--- config.mk ---
export PLATFORM = sky130hd
export DESIGN_NAME = bridge_rx_burst
export DESIGN_NICKNAME = d
export VERILOG_FILES = /design/src/rtl/bridge_pkg.sv /design/src/rtl/bridge_rx_burst.sv
export SDC_FILE = /design/constraint.sdc
export NUM_CORES = 1
export LEC_CHECK = 0
export ABC_AREA = 1
export CELL_PAD_IN_SITES_DETAIL_PLACEMENT = 1
export CELL_PAD_IN_SITES_GLOBAL_PLACEMENT = 2
export CORE_AREA = 5 5 121 151
export DETAILED_ROUTE_END_ITERATION = 10
export DIE_AREA = 0 0 126 156
export GPL_TIMING_DRIVEN = 0
export PLACE_DENSITY_LB_ADDON = 0.12
export SYNTH_ARGS = -nofsm -noshare
export SYNTH_HDL_FRONTEND = slang
export SYNTH_SLANG_ARGS = --single-unit
--- constraint.sdc ---
create_clock -name clk -period 2.3 [get_ports clk]
set_input_delay 0.345 -clock clk [delete_from_list [all_inputs] [get_ports clk]]
set_output_delay 0.345 -clock clk [all_outputs]
set_load 0.005 [all_outputs]
--- src/rtl/bridge_pkg.sv ---
// Shared constants, FSM encoding and the ASCII hex decoder for the
// byte-stream request parser.
package bridge_pkg;

    localparam logic [1:0] S_IDLE    = 2'd0;
    localparam logic [1:0] S_ACQUIRE = 2'd1;
    localparam logic [1:0] S_ISSUE   = 2'd2;
    localparam logic [1:0] S_ERROR   = 2'd3;

    typedef enum logic [1:0] {
        ST_IDLE    = S_IDLE,
        ST_ACQUIRE = S_ACQUIRE,
        ST_ISSUE   = S_ISSUE,
        ST_ERROR   = S_ERROR
    } state_e;

    localparam logic [2:0] ERR_BADCHAR = 3'd1;
    localparam logic [2:0] ERR_BADLEN  = 3'd2;
    localparam logic [2:0] ERR_OVERRUN = 3'd3;
    localparam logic [2:0] ERR_ZEROLEN = 3'd4;

    localparam logic [7:0] ASCII_M    = 8'h4D;
    localparam logic [7:0] ASCII_M_LC = 8'h6D;
    localparam logic [7:0] ASCII_B    = 8'h42;
    localparam logic [7:0] ASCII_B_LC = 8'h62;
    localparam logic [7:0] ASCII_CR   = 8'h0D;
    localparam logic [7:0] ASCII_LF   = 8'h0A;

    // Returns {valid, nibble}; letters map via low nibble + 9 (A=0x41 -> 10).
    function automatic logic [4:0] hex_to_nibble(input logic [7:0] c);
        logic [4:0] result;
        result = 5'b0;
        if (c >= 8'h30 && c <= 8'h39)
            result = {1'b1, c[3:0]};
        else if ((c >= 8'h41 && c <= 8'h46) || (c >= 8'h61 && c <= 8'h66))
            result = {1'b1, c[3:0] + 4'd9};
        return result;
    endfunction

endpackage

--- src/rtl/bridge_rx_burst.sv ---
// ASCII command parser: turns M/B lines from uart_rx into read, write and
// burst-read requests with ready backpressure and self-recovering errors.
module bridge_rx_burst
    import bridge_pkg::*;
#(
    parameter int ADDR_WIDTH   = 16,
    parameter int DATA_WIDTH   = 16,
    parameter int BURST_DIGITS = 2
) (
    input  logic                  clk,
    input  logic                  rst_n,
    input  logic [7:0]            axiid,
    input  logic                  axiiv,
    output logic [ADDR_WIDTH-1:0] req_addr,
    output logic [DATA_WIDTH-1:0] req_data,
    output logic                  req_rw,
    output logic                  req_valid,
    input  logic                  req_ready,
    output logic                  err,
    output logic [2:0]            err_code
);

    localparam int ADDR_DIGITS  = ADDR_WIDTH / 4;
    localparam int DATA_DIGITS  = DATA_WIDTH / 4;
    localparam int TAIL_DIGITS  = (DATA_DIGITS > BURST_DIGITS) ? DATA_DIGITS : BURST_DIGITS;
    localparam int TOTAL_DIGITS = ADDR_DIGITS + TAIL_DIGITS;
    localparam int BUF_W        = TOTAL_DIGITS * 4;
    localparam int CNT_W        = $clog2(TOTAL_DIGITS + 1);
    localparam int BCNT_W       = BURST_DIGITS * 4;

    localparam logic [CNT_W-1:0] LEN_READ  = CNT_W'(ADDR_DIGITS);
    localparam logic [CNT_W-1:0] LEN_WRITE = CNT_W'(ADDR_DIGITS + DATA_DIGITS);
    localparam logic [CNT_W-1:0] LEN_BURST = CNT_W'(ADDR_DIGITS + BURST_DIGITS);

    state_e                  state_reg,    state_next;
    logic                    is_burst_reg, is_burst_next;
    logic [CNT_W-1:0]        cnt_reg,      cnt_next;
    logic [BUF_W-1:0]        buf_reg,      buf_next;
    logic [BCNT_W-1:0]       remain_reg,   remain_next;
    logic                    overrun_reg,  overrun_next;
    logic [ADDR_WIDTH-1:0]   req_addr_reg, req_addr_next;
    logic [DATA_WIDTH-1:0]   req_data_reg, req_data_next;
    logic                    req_rw_reg,   req_rw_next;
    logic                    req_valid_reg, req_valid_next;
    logic                    err_reg,      err_next;
    logic [2:0]              err_code_reg, err_code_next;

    logic [4:0]              hex;
    logic                    is_eol;
    logic                    is_cmd_m;
    logic                    is_cmd_b;
    logic [CNT_W-1:0]        max_len;
    logic [BCNT_W-1:0]       burst_cnt;

    assign hex       = hex_to_nibble(axiid);
    assign is_eol    = (axiid == ASCII_CR) || (axiid == ASCII_LF);
    assign is_cmd_m  = (axiid == ASCII_M) || (axiid == ASCII_M_LC);
    assign is_cmd_b  = (axiid == ASCII_B) || (axiid == ASCII_B_LC);
    assign max_len   = is_burst_reg ? LEN_BURST : LEN_WRITE;
    assign burst_cnt = buf_reg[BCNT_W-1:0];

    always_comb begin
        state_next     = state_reg;
        is_burst_next  = is_burst_reg;
        cnt_next       = cnt_reg;
        buf_next       = buf_reg;
        remain_next    = remain_reg;
        overrun_next   = overrun_reg;
        req_addr_next  = req_addr_reg;
        req_data_next  = req_data_reg;
        req_rw_next    = req_rw_reg;
        req_valid_next = req_valid_reg;
        err_next       = 1'b0;
        err_code_next  = err_code_reg;

        case (state_reg)
            ST_IDLE: begin
                if (axiiv) begin
                    if (is_cmd_m || is_cmd_b) begin
                        state_next    = ST_ACQUIRE;
                        is_burst_next = is_cmd_b;
                        cnt_next      = '0;
                        buf_next      = '0;
                    end else if (!is_eol) begin
                        state_next    = ST_ERROR;
                        err_next      = 1'b1;
                        err_code_next = ERR_BADCHAR;
                    end
                end
            end

            ST_ACQUIRE: begin
                if (axiiv) begin
                    if (hex[4]) begin
                        if (cnt_reg == max_len) begin
                            state_next    = ST_ERROR;
                            err_next      = 1'b1;
                            err_code_next = ERR_BADLEN;
                        end else begin
                            buf_next = {buf_reg[BUF_W-5:0], hex[3:0]};
                            cnt_next = cnt_reg + CNT_W'(1);
                        end
                    end else if (is_eol) begin
                        // Errors found on the EOL byte end the line, so go straight back to IDLE.
                        state_next = ST_IDLE;
                        if (!is_burst_reg && cnt_reg == LEN_READ) begin
                            state_next     = ST_ISSUE;
                            req_addr_next  = buf_reg[ADDR_WIDTH-1:0];
                            req_data_next  = '0;
                            req_rw_next    = 1'b0;
                            req_valid_next = 1'b1;
                            remain_next    = BCNT_W'(1);
                        end else if (!is_burst_reg && cnt_reg == LEN_WRITE) begin
                            state_next     = ST_ISSUE;
                            req_addr_next  = buf_reg[ADDR_WIDTH+DATA_WIDTH-1 -: ADDR_WIDTH];
                            req_data_next  = buf_reg[DATA_WIDTH-1:0];
                            req_rw_next    = 1'b1;
                            req_valid_next = 1'b1;
                            remain_next    = BCNT_W'(1);
                        end else if (is_burst_reg && cnt_reg == LEN_BURST) begin
                            if (burst_cnt == '0) begin
                                err_next      = 1'b1;
                                err_code_next = ERR_ZEROLEN;
                            end else begin
                                state_next     = ST_ISSUE;
                                req_addr_next  = buf_reg[ADDR_WIDTH+BCNT_W-1 -: ADDR_WIDTH];
                                req_data_next  = '0;
                                req_rw_next    = 1'b0;
                                req_valid_next = 1'b1;
                                remain_next    = burst_cnt;
                            end
                        end else begin
                            err_next      = 1'b1;
                            err_code_next = ERR_BADLEN;
                        end
                    end else begin
                        state_next    = ST_ERROR;
                        err_next      = 1'b1;
                        err_code_next = ERR_BADCHAR;
                    end
                end
            end

            ST_ISSUE: begin
                if (axiiv) begin
                    err_next      = 1'b1;
                    err_code_next = ERR_OVERRUN;
                    overrun_next  = 1'b1;
                end
                if (req_ready) begin
                    if (remain_reg == BCNT_W'(1)) begin
                        req_valid_next = 1'b0;
                        overrun_next   = 1'b0;
                        state_next     = (overrun_reg || axiiv) ? ST_ERROR : ST_IDLE;
                    end else begin
                        req_addr_next = req_addr_reg + ADDR_WIDTH'(1);
                        remain_next   = remain_reg - BCNT_W'(1);
                    end
                end
            end

            ST_ERROR: begin
                if (axiiv && is_eol)
                    state_next = ST_IDLE;
            end

            default: state_next = ST_IDLE;
        endcase
    end

    always_ff @(posedge clk or negedge rst_n) begin
        if (!rst_n) begin
            state_reg     <= ST_IDLE;
            is_burst_reg  <= 1'b0;
            cnt_reg       <= '0;
            buf_reg       <= '0;
            remain_reg    <= '0;
            overrun_reg   <= 1'b0;
            req_addr_reg  <= '0;
            req_data_reg  <= '0;
            req_rw_reg    <= 1'b0;
            req_valid_reg <= 1'b0;
            err_reg       <= 1'b0;
            err_code_reg  <= 3'd0;
        end else begin
            state_reg     <= state_next;
            is_burst_reg  <= is_burst_next;
            cnt_reg       <= cnt_next;
            buf_reg       <= buf_next;
            remain_reg    <= remain_next;
            overrun_reg   <= overrun_next;
            req_addr_reg  <= req_addr_next;
            req_data_reg  <= req_data_next;
            req_rw_reg    <= req_rw_next;
            req_valid_reg <= req_valid_next;
            err_reg       <= err_next;
            err_code_reg  <= err_code_next;
        end
    end

    assign req_addr  = req_addr_reg;
    assign req_data  = req_data_reg;
    assign req_rw    = req_rw_reg;
    assign req_valid = req_valid_reg;
    assign err       = err_reg;
    assign err_code  = err_code_reg;

endmodule
==> results of run 1 <==
==> how the worst min path moves through the flow <==
stage | from | endpoint | depth (start not counted) | slack (ps)
floorplan | rst_n | buf_reg[0] | 0 | 50
global placement | req_valid | req_valid | 2 | 460
detailed placement | rst_n | req_data[12] | 1 | 330
CTS | axiiv | is_burst_reg | 3 | 410
global route | axiiv | is_burst_reg | 3 | 440
finish | axiiv | is_burst_reg | 3 | 420
==> tightest hold or removal path: stages <==
cell and delay, ps:
buf_2 180, nand4_1 140, mux2i_1 70
==> final cells by class <==
class | count | share of cell area, %
Buffer | 28 | 3.30
Multi-Input combinational cell | 547 | 42.0
Inverter | 78 | 4.53
Tap cell | 220 | 4.20
Clock buffer | 10 | 3.49
Clock inverter | 6 | 0.687
Sequential cell | 86 | 32.9
Timing Repair Buffer | 59 | 8.90
==> logic make-up (layout without fill, tap and decap cells) <==
kind of cell	Yosys count	count (layout)	share of synthesized area [%]
multiplexers	1	1	0.186
flip-flops	86	86	39.9
AND/OR/NAND/NOR	378	379	30.4
adder cells (fa/ha/maj)	16	16	3.71
AO/OA/AOI/OAI	147	147	15.7
XOR/XNOR	4	4	0.649
buffers and inverters	107	181	9.44
==> power by group <==
group | internal, uW | switching [uW]
Combinational | 863 | 1660
Clock | 739 | 685
Sequential | 1660 | 134
==> per-stage QoR <==
| step | power (uW) | setup slack, ps |
|---|---|---|
| after floorplan | 3460 | 577 |
| after global placement | 4240 | -2610 |
| after detailed placement | 4290 | -251 |
| after CTS | 5750 | 20.0 |
| after global routing | 6180 | 18.0 |
| final | 5740 | 204 |
==> timing repair <==
action | CTS | global route
hold endpoints to repair | 31 | 0
hold buffers | 1 | 0
buffers inserted | 0 | 9
gates resized for setup | 3 | 10
pin swaps | 0 | 2
cloned | 0 | 1
endpoints found under the setup margin | 15 | 51
==> layer usage <==
metal / up-vias / global-route usage, %
met1: 2544 / 22.0
met5: - / 0
li1: 2521 / -
met3: 20 / 2.81
met2: 66 / 35.6
met4: 0 / 6.44
==> Yosys cell counts (7+ instances only) <==
library cell / number / area share, %
nand3_1: 42 / 3.9
nor2_1: 44 / 3.1
o21ai_0: 67 / 6.2
nand2_2: 8 / 0.93
buf_6: 12 / 2.5
nand4_1: 9 / 1.0
inv_1: 76 / 5.3
clkbuf_1: 7 / 0.49
ha_1: 16 / 3.7
dfrtp_1: 86 / 40
o21ai_2: 17 / 2.8
o211ai_1: 8 / 1.1
buf_2: 8 / 0.74
nand2_1: 254 / 18
o21ai_1: 27 / 2.5
a21oi_1: 18 / 1.7
==> cell usage in the layout (no fill, tap or decap), types with 2 or more instances in the layout <==
cell | Yosys | routed
a21o_1 | 2 | 2
a21oi_1 | 18 | 18
buf_2 | 8 | 8
buf_4 | 2 | 12
buf_6 | 12 | 12
clkbuf_1 | 7 | 4
clkbuf_16 | 0 | 9
clkbuf_2 | 0 | 3
clkdlybuf4s50_1 | 0 | 47
clkinvlp_4 | 0 | 4
dfrtp_1 | 86 | 85
ha_1 | 16 | 16
inv_1 | 76 | 74
inv_2 | 2 | 3
inv_6 | 0 | 2
nand2_1 | 254 | 253
nand2_2 | 8 | 10
nand2_4 | 3 | 3
nand3_1 | 42 | 41
nand3_2 | 3 | 4
nand4_1 | 9 | 9
nor2_1 | 44 | 43
nor2_2 | 3 | 3
nor2_4 | 4 | 5
nor3_1 | 4 | 4
o211ai_1 | 8 | 8
o21ai_0 | 67 | 65
o21ai_1 | 27 | 29
o21ai_2 | 17 | 17
o31ai_1 | 4 | 4
xor2_1 | 4 | 4
==> flow_summary.json, run 1 <==
{
  "detail-route-antenna-nets": 0,
  "cpLargestDelayFamily": "buffers and inverters",
  "cp-endpoint": "remain_reg[5]",
  "area_growth_pct": 21.5,
  "hold_class": "primary input to flip-flop",
  "synthesis.area_mm2": 0.00539,
  "place_congestion": 0.851,
  "ys_warn_count": 0,
  "seq_area_frac_synth_pct": 39.9,
  "skew_ps": 10.2,
  "cpMostUsedCell": "nand2_2",
  "clkTransAtPathRegs_ps": 70,
  "totalWireLength_um": 18300,
  "wire_per_inst_um": 17.7,
  "die_x_um": 126,
  "synth-main-ff-cell": "dfrtp_1",
  "ys_types": 35,
  "drc": 0,
  "cp-start-kind": "primary input",
  "grt_max_degree": 56,
  "fin_util_pct": 39.2,
  "wl_met1_um": 7750,
  "wl_met3_um": 421,
  "syn_nets": 767,
  "r2r_setup_slack_ps": 210,
  "placed_cell_area_mm2": 0.00617,
  "peakVddDrop_v": 0.000435,
  "rows": 53,
  "grt_antenna_before_repair": 0,
  "cts_buffers": 9,
  "cp.depth": 12,
  "avgSynthCellArea_um2": 7.30,
  "h-tree-depth": 3,
  "cap_viol_max_count": 0,
  "drive_gt1_share_pct": 12.7,
  "powerDensity_mw_per_mm2": 876,
  "seq_area_mm2": 0.00215,
  "drt_iter0_markers": 243,
  "final.setup.tns_ps": 0,
  "overflow": 0,
  "path_cells": "clkdlybuf4s50_1, inv_1, ha_1, nand3_1, nand2_2, nand2_4, nand2_2, o211ai_2, nor2_4, buf_6, nand2_1, o21ai_2",
  "final_area_mm2": 0.00655,
  "route.met2.wl_um": 9760,
  "path_buf_inv": 3,
  "cp_slowest_cell": "clkdlybuf4s50_1",
  "multiInputGateArea_mm2": 0.00275,
  "core_area_mm2": 0.0167,
  "setup_viol": 0,
  "cts_sinks": 86,
  "first_pass_iters": 4,
  "reg2reg_from": "state_reg[1]",
  "vias": 5151,
  "crit_start": "axiid[1]",
  "synth_cells": 739,
  "worst_slew_pin_slew_ps": 671,
  "arrival_ps": 2380,
  "rsz0062_at_grt": "no",
  "slowest_delay_ps": 470,
  "io_pins": 50,
  "grt_use_total_pct": 19.0,
  "initial_utilization_pct": 32.3,
  "placed_cells": 1008,
  "clock_path_buffers": 2,
  "r2r-end": "buf_reg[16]",
  "critPathMaxFanout": 10,
  "fin_nets": 837,
  "slew_violations": 0,
  "dr.max_layer_used": "met4",
  "relSlewSlack_pct": 55.3,
  "ys_ff_latch": 86,
  "status": "finished, final reports clean",
  "largest_register_ff_count": 32,
  "path_class": "primary input to flip-flop",
  "holdWs_ps": 424,
  "grt_pass1_vias": 5572,
  "cts-root-buf": "clkbuf_16",
  "via_per_inst": 4.98,
  "numPortBuffers": 48,
  "finalCritPeriodShare_pct": 91.1,
  "worstRegToRegCells": 10,
  "dieArea_mm2": 0.0197,
  "final_cells": 1034,
  "p_leak_uw": 0.00299,
  "async_flop_share_pct": 100,
  "cts_tree": "yes",
  "synth_edf_count": 0,
  "min_period_ps": 2100,
  "dpl.hpwl_um": 14000,
  "required_ps": 2590,
  "end_kind": "flip-flop",
  "die_h_um": 156,
  "clk_latency_ps": 360,
  "hold_viol": 0,
  "fillers": 2084,
  "grt_pass1_wl_um": 29500,
  "fmax_mhz": 477,
  "diodes": 0
}
Power figures use the tool's default switching activity.
==> inputs of run 2 (changes only) <==
--- a/config.mk
+++ b/config.mk
@@ -6,11 +6,12 @@
 export NUM_CORES = 1
 export LEC_CHECK = 0
 export ABC_AREA = 1
+export ABC_CLOCK_PERIOD_IN_PS = 2300
 export CELL_PAD_IN_SITES_DETAIL_PLACEMENT = 1
 export CELL_PAD_IN_SITES_GLOBAL_PLACEMENT = 2
-export CORE_AREA = 5 5 121 151
+export CORE_AREA = 2 2 118 148
 export DETAILED_ROUTE_END_ITERATION = 10
-export DIE_AREA = 0 0 126 156
+export DIE_AREA = 0 0 120 150
 export GPL_TIMING_DRIVEN = 0
 export PLACE_DENSITY_LB_ADDON = 0.12
 export SYNTH_ARGS = -nofsm -noshare
==> run 2 against run 1 <==
Against the previous run: register-to-register slack about the same; critical path type unchanged; global-route usage increased by 1.6 points; utilization about the same; cell area decreased by 0.32%; largest power group unchanged; sequential share of layout area increased by 0.088 points.
==> flow_summary.json, run 2 (synthesis results as in run 1) <==
{
  "status": "finished, final reports clean",
  "dr.max_layer_used": "met4",
  "largest_register_ff_count": 32,
  "drive_gt1_share_pct": 11.6,
  "first_pass_iters": 4,
  "clock_path_buffers": 2,
  "route.met2.wl_um": 9290,
  "drt_iter0_markers": 226,
  "numPortBuffers": 48,
  "cap_viol_max_count": 0,
  "reg2reg_from": "state_reg[1]",
  "via_per_inst": 4.94,
  "layout_common_cells": "nand2_1 (253), dfrtp_1 (86), inv_1 (74)",
  "wl_met3_um": 349,
  "drc": 0,
  "dieArea_mm2": 0.0180,
  "wl_met1_um": 7560,
  "core_area_mm2": 0.0166,
  "wire_per_inst_um": 17.1,
  "dpl.hpwl_um": 13500,
  "fin_ws_ps": 200,
  "power_frac_clock_pct": 27.5,
  "combPwrFrac_pct": 41.9,
  "overflow": 0,
  "path_class": "primary input to flip-flop",
  "p_seq_share_pct": 30.6,
  "r2r_setup_slack_ps": 220,
  "min_period_ps": 2100,
  "totalWireLength_um": 17600,
  "vias": 5074,
  "die_h_um": 150,
  "relSlewSlack_pct": 58.4,
  "required_ps": 2550,
  "fmax_mhz": 476,
  "area_growth_pct": 21.1,
  "h-tree-depth": 3,
  "grt_antenna_before_repair": 0,
  "cp-endpoint": "buf_reg[2]",
  "rsz0062_at_grt": "no",
  "r2r-end": "err",
  "grt_use_total_pct": 20.6,
  "diodes": 0,
  "peakVddDrop_v": 0.000482,
  "cts_buffers": 9,
  "place_ws_ps": -241,
  "hold_class": "primary input to flip-flop",
  "grt_pass1_wl_um": 28900,
  "slew_violations": 0,
  "end_kind": "flip-flop",
  "worst_slew_pin_slew_ps": 624,
  "fin_nets": 830,
  "io_pins": 50,
  "cts_sinks": 86,
  "critPathMaxFanout": 10,
  "clkTransAtPathRegs_ps": 70,
  "die_x_um": 120,
  "p_int_uw": 3360,
  "netSwitchingFraction_pct": 42.3,
  "clk_latency_ps": 350,
  "grt_pass1_vias": 5478,
  "finalCritPeriodShare_pct": 91.3,
  "cts_tree": "yes",
  "initial_utilization_pct": 32.4,
  "grt_max_degree": 48,
  "arrival_ps": 2350,
  "skew_ps": 9.80,
  "place_congestion": 0.865,
  "p_leak_uw": 0.00299,
  "detail-route-antenna-nets": 0,
  "worstRegToRegCells": 7,
  "crit_start": "axiid[1]",
  "setup_viol": 0,
  "hold_viol": 0,
  "final_common_cell": "nand2_1",
  "rows": 53,
  "power_switching_uw": 2460,
  "final.setup.tns_ps": 0,
  "cp-start-kind": "primary input",
  "cts-root-buf": "clkbuf_16",
  "fin_util_pct": 39.2,
  "powerDensity_mw_per_mm2": 892
}
## run 2: per-stage QoR
stage | instance area (um2) | hold WS, ps | cells | power, uW
floorplan | 5390 | 49.4 | 739 | 3460
CTS | 6500 | 422 | 1024 | 5900
finish | 6530 | 425 | 1027 | 5820
detailed placement | 6170 | 383 | 1008 | 4270
global placement | 6150 | 461 | 1007 | 4240
global route | 6530 | 446 | 1027 | 6240
## run 2: how the worst min path moves through the flow
stage | to | cells after the start | startpoint | slack (ps)
5_1_grt | overrun_reg | 3 | axiiv | 450
3_5_place_dp | req_data[13] | 1 | rst_n | 380
2_1_floorplan | buf_reg[0] | 0 | rst_n | 50
3_3_place_gp | req_valid | 2 | req_valid | 460
4_1_cts | overrun_reg | 3 | axiiv | 420
6_report | is_burst_reg | 3 | axiiv | 420
## run 2: worst max-delay path, cell delays in order
cell,delay (ps)
clkdlybuf4s50_1,530
inv_1,120
ha_1,230
nor2_1,110
nand2_1,90
nand3_2,130
nand2_2,130
nand2_1,120
nand2_2,70
nand2_4,110
buf_6,170
inv_2,60
nand2_1,70
nand2_1,40
## run 2: power groups by stage
| stage | logic (uW) | registers, uW | clock network [uW] |
|---|---|---|---|
| after floorplan | 1680 | 1780 | 0 |
| after global placement | 2430 | 1810 | 0 |
| after detailed placement | 2460 | 1810 | 0 |
| after CTS | 2470 | 1790 | 1640 |
| after global routing | 2740 | 1810 | 1700 |
| final | 2440 | 1780 | 1600 |
## run 2: timing repair
action,4_1_cts,5_1_grt
gates resized for setup,1,8
hold buffers,1,0
setup buffers,0,3
pin swaps,0,2
hold endpoints to repair,3,0
setup endpoints to repair,9,44
## run 2: layout make-up
| class | instances | area, um2 |
|---|---|---|
| Fill cell | 2092 | 10100 |
| Tap cell | 220 | 275 |
| Buffer | 28 | 215 |
| Multi-Input combinational cell | 546 | 2740 |
| Clock inverter | 6 | 75.1 |
| Clock buffer | 10 | 239 |
| Sequential cell | 86 | 2150 |
| Timing Repair Buffer | 53 | 538 |
| Inverter | 78 | 297 |
## run 2: layer usage
metal / global-route usage, % / vias up
met2: 37.8 / 62
met3: 2.67 / 25
met1: 24.4 / 2488
met5: 0 / -
met4: 7.59 / 0
li1: - / 2499
